**src/rtl/instr_encoder_loader.sv**
```systemverilog
// Packs RV32I instruction fields into 32-bit words and streams them into instruction memory.
// Optional macro ENC_IMM_CHECK_EN drops bundles whose immediate does not fit its format.
module instr_encoder_loader #(
   parameter logic [31:0] BASE_ADDR   = 32'h0000_0000,
   parameter int          DEPTH_WORDS = 256,
   localparam int         CW          = $clog2(DEPTH_WORDS) + 1
) (
   input  logic          clk,
   input  logic          reset,
   input  logic          start,
   input  logic          finish,
   input  logic          in_valid,
   output logic          in_ready,
   input  logic [6:0]    opcode,
   input  logic [2:0]    func3,
   input  logic [6:0]    func7,
   input  logic [4:0]    rd,
   input  logic [4:0]    rs1,
   input  logic [4:0]    rs2,
   input  logic [31:0]   immediate,
   output logic          imem_we,
   output logic [31:0]   imem_addr,
   output logic [31:0]   imem_wdata,
   output logic [CW-1:0] word_count,
   output logic          full,
   output logic          err
);
   localparam logic [6:0] OP_R    = 7'b0110011;
   localparam logic [6:0] OP_IMM  = 7'b0010011;
   localparam logic [6:0] OP_LOAD = 7'b0000011;
   localparam logic [6:0] OP_JALR = 7'b1100111;
   localparam logic [6:0] OP_S    = 7'b0100011;
   localparam logic [6:0] OP_B    = 7'b1100011;
   localparam logic [6:0] OP_LUI  = 7'b0110111;
   localparam logic [6:0] OP_AUI  = 7'b0010111;
   localparam logic [6:0] OP_J    = 7'b1101111;

   typedef enum logic [1:0] {IDLE, LOAD, FULL} state_t;
   state_t state;

   logic [31:0] enc;
   logic        supported, imm_ok, is_shift, accept, xfer;

   assign is_shift = (opcode == OP_IMM) && (func3 == 3'b001 || func3 == 3'b101);

   always_comb begin
      enc       = '0;
      supported = 1'b1;
      case (opcode)
         OP_R:                     enc = {func7, rs2, rs1, func3, rd, opcode};
         OP_IMM, OP_LOAD, OP_JALR: enc = {(is_shift ? {func7, immediate[4:0]} : immediate[11:0]),
                                          rs1, func3, rd, opcode};
         OP_S:                     enc = {immediate[11:5], rs2, rs1, func3, immediate[4:0], opcode};
         OP_B:                     enc = {immediate[12], immediate[10:5], rs2, rs1, func3,
                                          immediate[4:1], immediate[11], opcode};
         OP_LUI, OP_AUI:           enc = {immediate[31:12], rd, opcode};
         OP_J:                     enc = {immediate[20], immediate[10:1], immediate[11],
                                          immediate[19:12], rd, opcode};
         default:                  supported = 1'b0;
      endcase
   end

`ifdef ENC_IMM_CHECK_EN
   // A signed value fits N bits when every bit above N-1 matches the sign bit.
   always_comb begin
      imm_ok = 1'b1;
      case (opcode)
         OP_IMM, OP_LOAD, OP_JALR:
            imm_ok = is_shift ? (immediate[31:5] == '0)
                              : (&immediate[31:11] | ~|immediate[31:11]);
         OP_S:   imm_ok = &immediate[31:11] | ~|immediate[31:11];
         OP_B:   imm_ok = (&immediate[31:12] | ~|immediate[31:12]) & ~immediate[0];
         OP_J:   imm_ok = (&immediate[31:20] | ~|immediate[31:20]) & ~immediate[0];
         default: imm_ok = 1'b1;
      endcase
   end
`else
   assign imm_ok = 1'b1;
`endif

   assign in_ready = (state == LOAD) & ~start & ~finish;
   assign xfer     = in_valid & in_ready;
   assign accept   = supported & imm_ok;

   // imem_addr shows the address of the word being written; it steps once that write has issued.
   always_ff @(posedge clk or posedge reset) begin
      if (reset) begin
         state      <= IDLE;
         imem_we    <= 1'b0;
         imem_addr  <= BASE_ADDR;
         imem_wdata <= '0;
         word_count <= '0;
         full       <= 1'b0;
         err        <= 1'b0;
      end else begin
         imem_we <= 1'b0;
         if (start) begin
            state      <= LOAD;
            imem_addr  <= BASE_ADDR;
            word_count <= '0;
            full       <= 1'b0;
            err        <= 1'b0;
         end else begin
            if (imem_we) imem_addr <= imem_addr + 32'd4;
            if (xfer) begin
               if (accept) begin
                  imem_we    <= 1'b1;
                  imem_wdata <= enc;
                  word_count <= word_count + CW'(1);
                  if (word_count + CW'(1) == CW'(DEPTH_WORDS)) begin
                     state <= FULL;
                     full  <= 1'b1;
                  end
               end else begin
                  err <= 1'b1;
               end
            end else if (finish && state == LOAD) begin
               state <= IDLE;
            end
         end
      end
   end
endmodule

```
**config.mk**
```make
export PLATFORM = sky130hd
export DESIGN_NAME = instr_encoder_loader
export DESIGN_NICKNAME = d
export VERILOG_FILES = /design/src/rtl/instr_encoder_loader.sv
export SDC_FILE = /design/constraint.sdc
export NUM_CORES = 1
export LEC_CHECK = 0
export ABC_AREA = 1
export BUFFER_PORTS_ARGS = -buffer_cell sky130_fd_sc_hd__buf_4
export CORE_MARGIN = 2
export CORE_UTILIZATION = 47
export DETAILED_ROUTE_END_ITERATION = 6
export PLACE_DENSITY_LB_ADDON = 0.2
export SLEW_MARGIN = 20
export SYNTH_ARGS = -nofsm -noshare
export SYNTH_HDL_FRONTEND = slang
export SYNTH_SLANG_ARGS = --single-unit
```
**constraint.sdc**
```tcl
create_clock -name clk -period 1.9 [get_ports clk]
set_input_delay 0.095 -clock clk [delete_from_list [all_inputs] [get_ports clk]]
set_output_delay 0.095 -clock clk [all_outputs]
set_load 0.05 [all_outputs]
```
== Word-level counts from Yosys, hierarchy flattened ==
Cells that the tools add are included.

* Add/sub/neg operators: 2
* Equal/unequal tests: 16
* Mux-type cells: 23
* Bitwise gates (word level): 5
* Reductions and logical operators: 16

{| class="wikitable"
|+ Operator list
! kind !! number
|-
| one-hot mux 32 bit (6 select lines) || 1
|-
| 2-to-1 mux 32 bit || 2
|-
| adder 32 x 3 -> 32 bit (second input constant) || 1
|-
| 2-to-1 mux 9 bit || 3
|-
| equality test 7 x 6 -> 1 bit (second input constant) || 3
|-
| equality test 7 bit (second input constant) || 3
|-
| equality test 7 x 5 -> 1 bit (second input constant) || 2
|-
| 2-to-1 mux 12 bit || 1
|-
| 2-to-1 mux 1 bit || 11
|-
| 2-to-1 mux 2 bit || 5
|-
| adder 9 x 1 -> 9 bit (second input constant) || 1
|-
| equality test 9 bit (second input constant) || 1
|-
| AND reduction 3 bit || 3
|-
| OR reduction 9 bit || 1
|-
| nonzero test 2 bit || 4
|-
| equality test 7 x 2 -> 1 bit (second input constant) || 1
|-
| AND reduction 2 bit || 2
|-
| AND 1 bit || 3
|-
| equality test 3 x 1 -> 1 bit (second input constant) || 1
|-
| equality test 3 bit (second input constant) || 1
|-
| inequality test 3 x 2 -> 1 bit (second input constant) || 1
|-
| inequality test 3 bit (second input constant) || 1
|-
| nonzero test 3 bit || 1
|-
| OR reduction 3 bit || 1
|-
| other kinds (6) || 8
|}

* Bits in registers: 78
* Bits of input ports: 69
* Output and inout bits: 77
* Word-level logic and storage cells: 69

== Depth between registers and ports, before layout ==
Gate-level depths: netlist of the first run.

* Depth after elaboration: 6
* Gate-level depth with buffers: 12

== Least setup slack after synthesis of the first run ==
No wires, ideal clock.

* Kind: register to register
* Start point: register imem_addr[3]
* End point: register imem_addr[26]
* Library setup time: 0.071 ns
* Data arrival time: 1.859 ns
* Slack: -0.030 ns
* Cell stages (with the launch flop): 10
* Path buffers: 0
* Cell sequence: dfrtp_1 ha_1 nand2_1 nor2_2 nand4_1 nor2_1 nand3_1 o21ai_1 nand2_1 nor2_1

* Longest elaborated chain between the ends: 3

{| class="wikitable"
|+ Ends and longest elaborated chain
! item !! RTL line !! RTL
|-
| start: declaration || 22 || <nowiki>output logic [31:0] imem_addr,</nowiki>
|-
| start signal: assignment || 104 || <nowiki>if (imem_we) imem_addr <= imem_addr + 32'd4;</nowiki>
|-
| adder 32 x 3 -> 32 bit || 104 ||
|-
| 2-to-1 mux 32 bit || 104 ||
|-
| 2-to-1 mux 32 bit || 97 || <nowiki>if (start) begin</nowiki>
|}

No other way between the ends. The select of a mux whose other input is x is not followed.
A chain may end at the register's enable or synchronous reset.

== Final worst setup path of the first run ==
Same ends and word-level chain as after synthesis.

==> results of run 1 <==
[critical path: cells and delay by family, from the launching register on]
kind                     cells  cell delay [ps]
flip-flops                   1              410
adder cells (fa/ha/maj)      1              180
AND/OR/NAND/NOR              7              930
AO/OA/AOI/OAI                1              160
[repair_timing]
action                                  in CTS  in global routing
endpoints found under the setup margin       0                  6
endpoints found under the hold margin       22                  0
hold buffers                                 1                  0
gates resized for setup                      0                  5
[synth_stat cells (all sizes together)]
cell,count,area (sq um)
a211oi,1,7.51
a21o,1,7.51
a21oi,24,131
a221oi,2,17.5
a31oi,3,18.8
and2,2,12.5
and3,1,6.26
buf,18,136
clkbuf,2,7.51
conb,1,3.75
dfrtp,76,1900
ha,3,37.5
inv,72,270
nand2,246,943
nand3,57,315
nand3b,1,7.51
nand4,12,75.1
nor2,56,254
nor3,25,175
nor4,2,12.5
o21a,3,22.5
o21ai,36,191
o21bai,1,7.51
o22ai,4,25.0
or2,2,12.5
[worst max path at each step]
stage | cells past startpoint | from | end | slack (ps)
CTS | 9 | imem_addr[3] | imem_addr[26] | 90
global placement | 12 | word_count[1] | state[0] | 190
floorplan | 12 | word_count[1] | state[0] | 10
finish | 9 | imem_addr[3] | imem_addr[26] | 140
detailed placement | 8 | imem_addr[3] | imem_addr[24] | 100
global route | 9 | imem_addr[3] | imem_addr[26] | -50
[cell families (layout without fill, tap and decap cells)]
kind of cell	after synthesis	after routing	synth area share, %
adders and majority gates	3	3	0.816
other	1	2	0.0815
AOI/OAI and AO/OA	75	75	9.33
buffers and inverters	92	244	9.00
and+or+nand+nor	404	404	39.4
DFF	76	76	41.3
[state kept, by name, summed over array words and instances (netlist names)]
name and flops:
imem_wdata 32, imem_we 1, imem_addr 30, word_count 9, state 2, full 1, err 1
[per-layer routing]
layer  wire (microns)  vias to the layer above  global-route usage (%)
li1                 -                     2386                       -
met1             5220                     2200                    31.3
met2             6080                      181                    39.7
met3              949                       12                    5.36
met4              168                        0                    7.89
met5                0                        -                       0
[metrics by stage]
step           setup TNS, ps  instance area [sq um]  hold slack (ps)  setup slack (ps)
6_report                   0                   6050             24.0               142
5_1_grt                -90.1                   6050             26.2             -47.4
4_1_cts                    0                   6030             6.88              85.4
3_5_place_dp               0                   5820              175               103
3_3_place_gp               0                   5820              167               190
2_1_floorplan              0                   4610              249              9.51
[final cells by class]
class                      instances  area share, %
multi-input combinational        484           38.2
sequential                        76           31.5
timing repair buffer             157           19.7
inverter                          72           4.53
clock buffer                      14           2.85
tap                              133           2.75
clock inverter                     1          0.496
[power breakdown]
group          internal, mW  leakage (nW)  total, mW  switching (mW)
registers              1.65          1.05       1.68          0.0290
clock network         0.710         0.103       1.28           0.571
logic                 0.186          2.05      0.492           0.307
==> flow_metrics.env, run 1 <==
export IMPL_core_area_sq_um=9640
export IMPL_grtUsageTotal_pct=24.0
export IMPL_synth_cells=651
export IMPL_port_buffers=143
export IMPL_clock_fmax_mhz=569
export IMPL_layout_drive_gt1_share_pct=25.7
export IMPL_tightest_slew_ps=535
export IMPL_worstPathCellList="ha_1 > nand2_1 > nor2_2 > nand4_1 > nor2_2 > nand3_2 > o21ai_1 > nand2_1 > nor2_1"
export IMPL_hold_class="in2reg"
export IMPL_grt_max_degree=26
export IMPL_timing_rr_start="imem_addr[3]"
export IMPL_reg2reg_to="imem_addr[26]"
export IMPL_gp_congestion=0.931
export IMPL_crit_slowest_cell="dfrtp_2"
export IMPL_cts_tree="built"
export IMPL_cts_buffers_inserted=9
export IMPL_fin_crit_sh_pct=92.5
export IMPL_min_to="imem_wdata[9]"
export IMPL_avgSynthCellArea_sq_um=7.07
export IMPL_final_cell_mix="nand2_1 (238), buf_4 (155), dfrtp_1 (73)"
export IMPL_power_density_nw_per_um2=571
export IMPL_cts_setup_buffers=0
export IMPL_yosys_warnings=0
export IMPL_crit_arrival_ps=2030
export IMPL_clk_latency_ps=340
export IMPL_final_common_cell="nand2_1"
export IMPL_finClkSkew_ps=12.2
export IMPL_grt_overflow=0
export IMPL_whs_path_depth=3
export IMPL_fill_cells=865
export IMPL_slew_viol_final=0
export IMPL_drc=0
export IMPL_leakage_nw=3.21
export IMPL_hpwlAfterDp_microns=9640
export IMPL_worstSetupPathType="reg2reg"
export IMPL_placedCellCount=921
export IMPL_start_util_pct=47.7
export IMPL_crit_path_end_kind="flip-flop"
export IMPL_dieArea_sq_um=10600
export IMPL_diodes=0
export IMPL_seqCellArea_sq_um=1910
export IMPL_clock_root_buffer="clkbuf_8"
export IMPL_drtIter0Drc=196
export IMPL_required_ps=2170
export IMPL_dr_pass1_iters=5
export IMPL_antenna_left=0
export IMPL_synth_distinct_cells=40
export IMPL_cp_max_fo=6
export IMPL_status="complete, no violations"
export IMPL_setup_viol_count_final=0
export IMPL_die_w_microns=103
export IMPL_reg2reg_depth=9
export IMPL_clock_path_buffers=2
export IMPL_die_h_microns=103
export IMPL_synth_seq_cells=76
export IMPL_r2r_setup_slack_ps=140
export IMPL_syn2layout_area_growth_pct=31.5
export IMPL_final_cells=937
export IMPL_wl_per_cell_microns=13.2
export IMPL_ir_worst_vdd_uv=355
export IMPL_row_count=36
export IMPL_multi_input_comb_area_sq_um=2310
export IMPL_finalPower_mw=3.45
export IMPL_path_clk_slew_ps=80
export IMPL_h_tree_depth=3
export IMPL_viasPerCell=5.10
export IMPL_startpoint_type="flip-flop"
export IMPL_cpPeakStageDelay_ps=410
export IMPL_nNetsFinal=872
export IMPL_max_slew_margin_rel_pct=64.2
export IMPL_rsz0062_at_grt="yes"
export IMPL_finalHoldViolations=0
export IMPL_num_vias=4779
export IMPL_drt_wl_total_microns=12400
export IMPL_grt_pass1_wl_microns=20100
export IMPL_fin_util_pct=62.8
export IMPL_cts_sinks=76
export IMPL_syn_area_sq_um=4600
export IMPL_io_pins=146
export IMPL_yosysSeqAreaShare_pct=41.3
export IMPL_fin_crit_ps=1760
export IMPL_grt_pass1_vias=4404
export IMPL_max_cap_violations=0
export IMPL_antenna_found_initial=0
export IMPL_min_delay_start="rd[2]"
Power figures use the tool's default switching activity.
==> run 2, diff against run 1 <==
--- a/config.mk
+++ b/config.mk
@@ -11,6 +11,7 @@
 export CORE_UTILIZATION = 47
 export DETAILED_ROUTE_END_ITERATION = 6
 export PLACE_DENSITY_LB_ADDON = 0.2
+export SETUP_SLACK_MARGIN = 0.4
 export SLEW_MARGIN = 20
 export SYNTH_ARGS = -nofsm -noshare
 export SYNTH_HDL_FRONTEND = slang
==> flow_metrics.env, run 2 (same netlist as run 1, synthesis figures left out) <==
export IMPL_status="complete, no violations"
export IMPL_clock_fmax_mhz=583
export IMPL_swShare_pct=27.7
export IMPL_finalHoldViolations=0
export IMPL_hold_class="in2reg"
export IMPL_row_count=36
export IMPL_clk_latency_ps=350
export IMPL_rsz0062_at_grt="yes"
export IMPL_top_register="imem_wdata"
export IMPL_fin_ws_ps=186
export IMPL_setup_viol_count_final=0
export IMPL_path_clk_slew_ps=100
export IMPL_share_comb_of_total_power_pct=14.7
export IMPL_final_common_cell="nand2_1"
export IMPL_reg_largest_list="imem_wdata (32), imem_addr (30), word_count (9)"
export IMPL_die_w_microns=103
export IMPL_start_util_pct=47.7
export IMPL_grt_max_degree=62
export IMPL_grtUsageTotal_pct=26.5
export IMPL_hpwlAfterDp_microns=10100
export IMPL_multi_input_comb_area_sq_um=2650
export IMPL_core_area_sq_um=9640
export IMPL_nNetsFinal=919
export IMPL_drtIter0Drc=324
export IMPL_cp_max_fo=6
export IMPL_finClkSkew_ps=17.9
export IMPL_grt_pass1_wl_microns=22200
export IMPL_worstSetupPathType="reg2reg"
export IMPL_intPower_mw=2.60
export IMPL_slew_viol_final=0
export IMPL_grt_pass1_vias=4822
export IMPL_antenna_found_initial=0
export IMPL_clock_path_buffers=2
export IMPL_dr_wl_met2_microns=7680
export IMPL_seqPwrFrac_pct=46.8
export IMPL_wl_per_cell_microns=15.2
export IMPL_leakage_nw=3.65
export IMPL_dieArea_sq_um=10600
export IMPL_seqCellArea_sq_um=1950
export IMPL_ir_worst_vdd_uv=456
export IMPL_fin_area_sq_um=6860
export IMPL_grt_overflow=0
export IMPL_drt_wl_total_microns=15000
export IMPL_dr_pass1_iters=4
export IMPL_viasPerCell=5.22
export IMPL_cts_sinks=76
export IMPL_setup_tns_ps=0
export IMPL_clock_root_buffer="clkbuf_8"
export IMPL_wl_met1_microns=5780
export IMPL_gp_congestion=0.934
export IMPL_diodes=0
export IMPL_worstPathCellList="ha_4 > nand2_4 > nor2_4 > nand4_1 > nor2_2 > nand3_2 > nor3_1 > nor2_1"
export IMPL_dpl_instance_area_sq_um=5980
export IMPL_num_vias=5143
export IMPL_h_tree_depth=3
export IMPL_fill_cells=766
export IMPL_r2r_setup_slack_ps=190
export IMPL_startpoint_type="flip-flop"
export IMPL_max_cap_violations=0
export IMPL_drc=0
export IMPL_cpPeakStageDelay_ps=400
export IMPL_crit_arrival_ps=1960
export IMPL_crit_path_end_kind="flip-flop"
export IMPL_fin_crit_sh_pct=90.2
export IMPL_cts_buffers_inserted=9
export IMPL_syn2layout_area_growth_pct=49.1
export IMPL_power_density_nw_per_um2=524
export IMPL_cts_tree="built"
export IMPL_met3_length_microns=1040
export IMPL_cp_num_buf_inv=0
export IMPL_critPathTopFamily="simple AND/OR/NAND/NOR gates"
export IMPL_maxUsedRoutingLayer="met4"
export IMPL_die_h_microns=103
export IMPL_crit_slowest_cell="dfrtp_2"
export IMPL_io_pins=146
export IMPL_layout_drive_gt1_share_pct=41.8
export IMPL_clkPwrFrac_pct=38.5
export IMPL_largest_reg_flops=32
export IMPL_fin_crit_ps=1710
export IMPL_p_sw_mw=0.995
export IMPL_required_ps=2140
export IMPL_final_cell_mix="nand2_1 (217), buf_4 (191), inv_1 (58)"
export IMPL_port_buffers=143
export IMPL_antenna_left=0
export IMPL_dpl_worst_slack_ps=197
[run 2: worst min-delay path, delay by kind of cell]
family / cells / cell delay, ps
AO/OA/AOI/OAI: 2 / 160
buffers and inverters: 1 / 80
[run 2: metal layers]
metal	GRT usage, %	up-vias
met1	31.8	2370
li1	-	2478
met5	0	-
met3	5.36	54
met2	46.3	241
met4	11.2	0
[run 2: power groups by stage]
stage / logic, mW / registers (mW) / clock network [mW]
floorplan: 0.173 / 1.82 / 0
global placement: 0.495 / 1.72 / 0
detailed placement: 0.498 / 1.72 / 0
CTS: 0.524 / 1.68 / 1.39
global route: 0.568 / 1.69 / 1.47
finish: 0.528 / 1.68 / 1.39
[run 2: path summary, 6_finish.rpt]
path | start | to | cells after the start
max | imem_addr[3] | imem_addr[24] | 8
min | rd[4] | imem_wdata[11] | 3
max reg2reg | imem_addr[3] | imem_addr[24] | 8
min reg2reg | imem_wdata[21] | imem_wdata[21] | 2
max in group asynchronous | reset | imem_we | 4
min in group asynchronous | reset | imem_addr[16] | 3
[run 2: final cells by class]
type | instances | share of cell area, %
clock buffers | 10 | 1.86
clock inverters | 6 | 1.28
inverters | 72 | 4.07
multi-input cells | 484 | 38.7
flip-flops and latches | 76 | 28.4
well taps | 133 | 2.43
repair buffers | 204 | 23.4
[run 2: what timing repair did]
item / in CTS / in global routing
setup buffers: 21 / 29
setup endpoints to repair: 13 / 50
hold endpoints to repair: 16 / 0
resized for setup: 17 / 63
hold buffers: 2 / 0
pin swaps: 17 / 37
[run 2: per-stage QoR]
step                hold WS, ps  cells  power [mW]  util (%)
detailed placement          104    917        2.22      62.0
finish                     25.4    985        3.59      71.2
global route               48.2    985        3.72      71.2
global placement            106    917        2.21      62.0
floorplan                   249    652        1.99         -
CTS                        13.4    956        3.60      66.8
==> run 3, diff against run 2 <==
==> constraint.sdc (replaced) <==
create_clock -name clk -period 1.9 [get_ports clk]
set_input_delay 0.38 -clock clk [delete_from_list [all_inputs] [get_ports clk]]
set_output_delay 0.38 -clock clk [all_outputs]
set_load 0.05 [all_outputs]
==> flow_metrics.env, run 3 (same netlist as run 1, synthesis figures left out) <==
export IMPL_status="complete, no violations"
export IMPL_timing_rr_start="imem_addr[3]"
export IMPL_ir_worst_vdd_uv=412
export IMPL_grt_overflow=0
export IMPL_whs_ps=50.6
export IMPL_antenna_left=0
export IMPL_top_register="imem_wdata"
export IMPL_power_density_nw_per_um2=523
export IMPL_slew_viol_final=0
export IMPL_reg2reg_depth=9
export IMPL_startpoint_type="flip-flop"
export IMPL_grt_max_degree=39
export IMPL_dpl_instance_area_sq_um=6070
export IMPL_crit_arrival_ps=1280
export IMPL_die_w_microns=103
export IMPL_hpwlAfterDp_microns=10400
export IMPL_antenna_found_initial=0
export IMPL_grt_pass1_vias=4808
export IMPL_start_util_pct=47.7
export IMPL_p_sw_mw=0.980
export IMPL_grtUsageTotal_pct=26.5
export IMPL_postCtsHoldBufs=0
export IMPL_cp_max_fo=2
export IMPL_required_ps=1520
export IMPL_setup_viol_count_final=0
export IMPL_nNetsFinal=920
export IMPL_rsz0062_at_grt="yes"
export IMPL_clock_path_buffers=2
export IMPL_fin_ws_ps=244
export IMPL_finClkSkew_ps=12.5
export IMPL_core_area_sq_um=9640
export IMPL_port_buffers=143
export IMPL_finalPower_mw=3.67
export IMPL_die_h_microns=103
export IMPL_path_clk_slew_ps=90
export IMPL_cts_sinks=76
export IMPL_clkPwrFrac_pct=38.8
export IMPL_dieArea_sq_um=10600
export IMPL_diodes=0
export IMPL_hold_class="in2async"
export IMPL_reg_largest_list="imem_wdata (32), imem_addr (30), word_count (9)"
export IMPL_fin_crit_ps=1660
export IMPL_num_vias=5107
export IMPL_final_cells=986
export IMPL_gp_congestion=0.899
export IMPL_cts_tree="built"
export IMPL_swShare_pct=26.7
export IMPL_seqPwrFrac_pct=45.8
export IMPL_wl_per_cell_microns=14.8
export IMPL_crit_path_end_kind="output port"
export IMPL_setup_tns_ps=0
export IMPL_drtIter0Drc=271
export IMPL_dpl_worst_slack_ps=97.3
export IMPL_fin_util_pct=72.8
export IMPL_intPower_mw=2.69
export IMPL_share_comb_of_total_power_pct=15.3
export IMPL_clock_root_buffer="clkbuf_8"
export IMPL_h_tree_depth=3
export IMPL_worstSetupPathType="reg2out"
export IMPL_final_cell_mix="nand2_1 (218), buf_4 (178), inv_1 (56)"
export IMPL_grt_pass1_wl_microns=22200
export IMPL_clk_latency_ps=340
export IMPL_syn2layout_area_growth_pct=52.6
export IMPL_largest_reg_flops=32
export IMPL_max_cap_violations=0
export IMPL_row_count=36
export IMPL_drt_wl_total_microns=14600
export IMPL_placedCellCount=926
export IMPL_startpoint="state[1]"
export IMPL_finalHoldViolations=0
export IMPL_cts_buffers_inserted=9
export IMPL_io_pins=146
export IMPL_leakage_nw=3.67
export IMPL_fin_crit_sh_pct=87.2
export IMPL_dr_pass1_iters=4
export IMPL_final_common_cell="nand2_1"
export IMPL_viasPerCell=5.18
export IMPL_clock_fmax_mhz=604
export IMPL_fin_area_sq_um=7020
export IMPL_layout_drive_gt1_share_pct=42.4
export IMPL_drc=0
-- run 3: path summary, 6_finish.rpt --
kind	end	slack, ps
hold / removal	imem_addr[5]	50
max in group asynchronous	imem_addr[16]	1240
min in group clk	full	300
hold reg to reg	imem_wdata[21]	480
setup / recovery	in_ready	240
setup reg to reg	imem_addr[24]	260
-- run 3: power groups by stage --
stage	Combinational, mW	Sequential, mW	Clock [mW]
floorplan	0.176	1.82	0
global placement	0.505	1.72	0
detailed placement	0.511	1.72	0
CTS	0.537	1.68	1.45
global route	0.605	1.69	1.52
finish	0.563	1.68	1.42
-- run 3: metal layers --
layer  GRT usage [%]  share of wire, %  routed length [microns]  vias to the layer above
li1                -                 -                        -                     2487
met1            33.3                41                     5940                     2401
met2            45.1                51                     7440                      188
met3            4.27               5.6                      817                       31
met4            11.7               2.7                      400                        0
met5               0                 0                        0                        -
-- run 3: layout make-up --
| class | instances | area (sq um) |
|---|---|---|
| Clock inverter | 4 | 72.6 |
| Multi-Input combinational cell | 485 | 2700 |
| Timing Repair Buffer | 204 | 1700 |
| Inverter | 72 | 279 |
| Sequential cell | 76 | 1940 |
| Tap cell | 133 | 166 |
| Clock buffer | 12 | 155 |
| Fill cell | 757 | 2620 |
-- run 3: what timing repair did --
item	CTS	global route
pin swaps	20	37
setup endpoints to repair	20	67
cloned	0	3
buffers inserted	15	26
gates resized for setup	28	69
-- run 3: worst max-delay path: stages (launching register included) --
cell and delay [ps]:
dfrtp_1 390, inv_1 70, nand2_2 60, nor3_4 220, buf_6 190
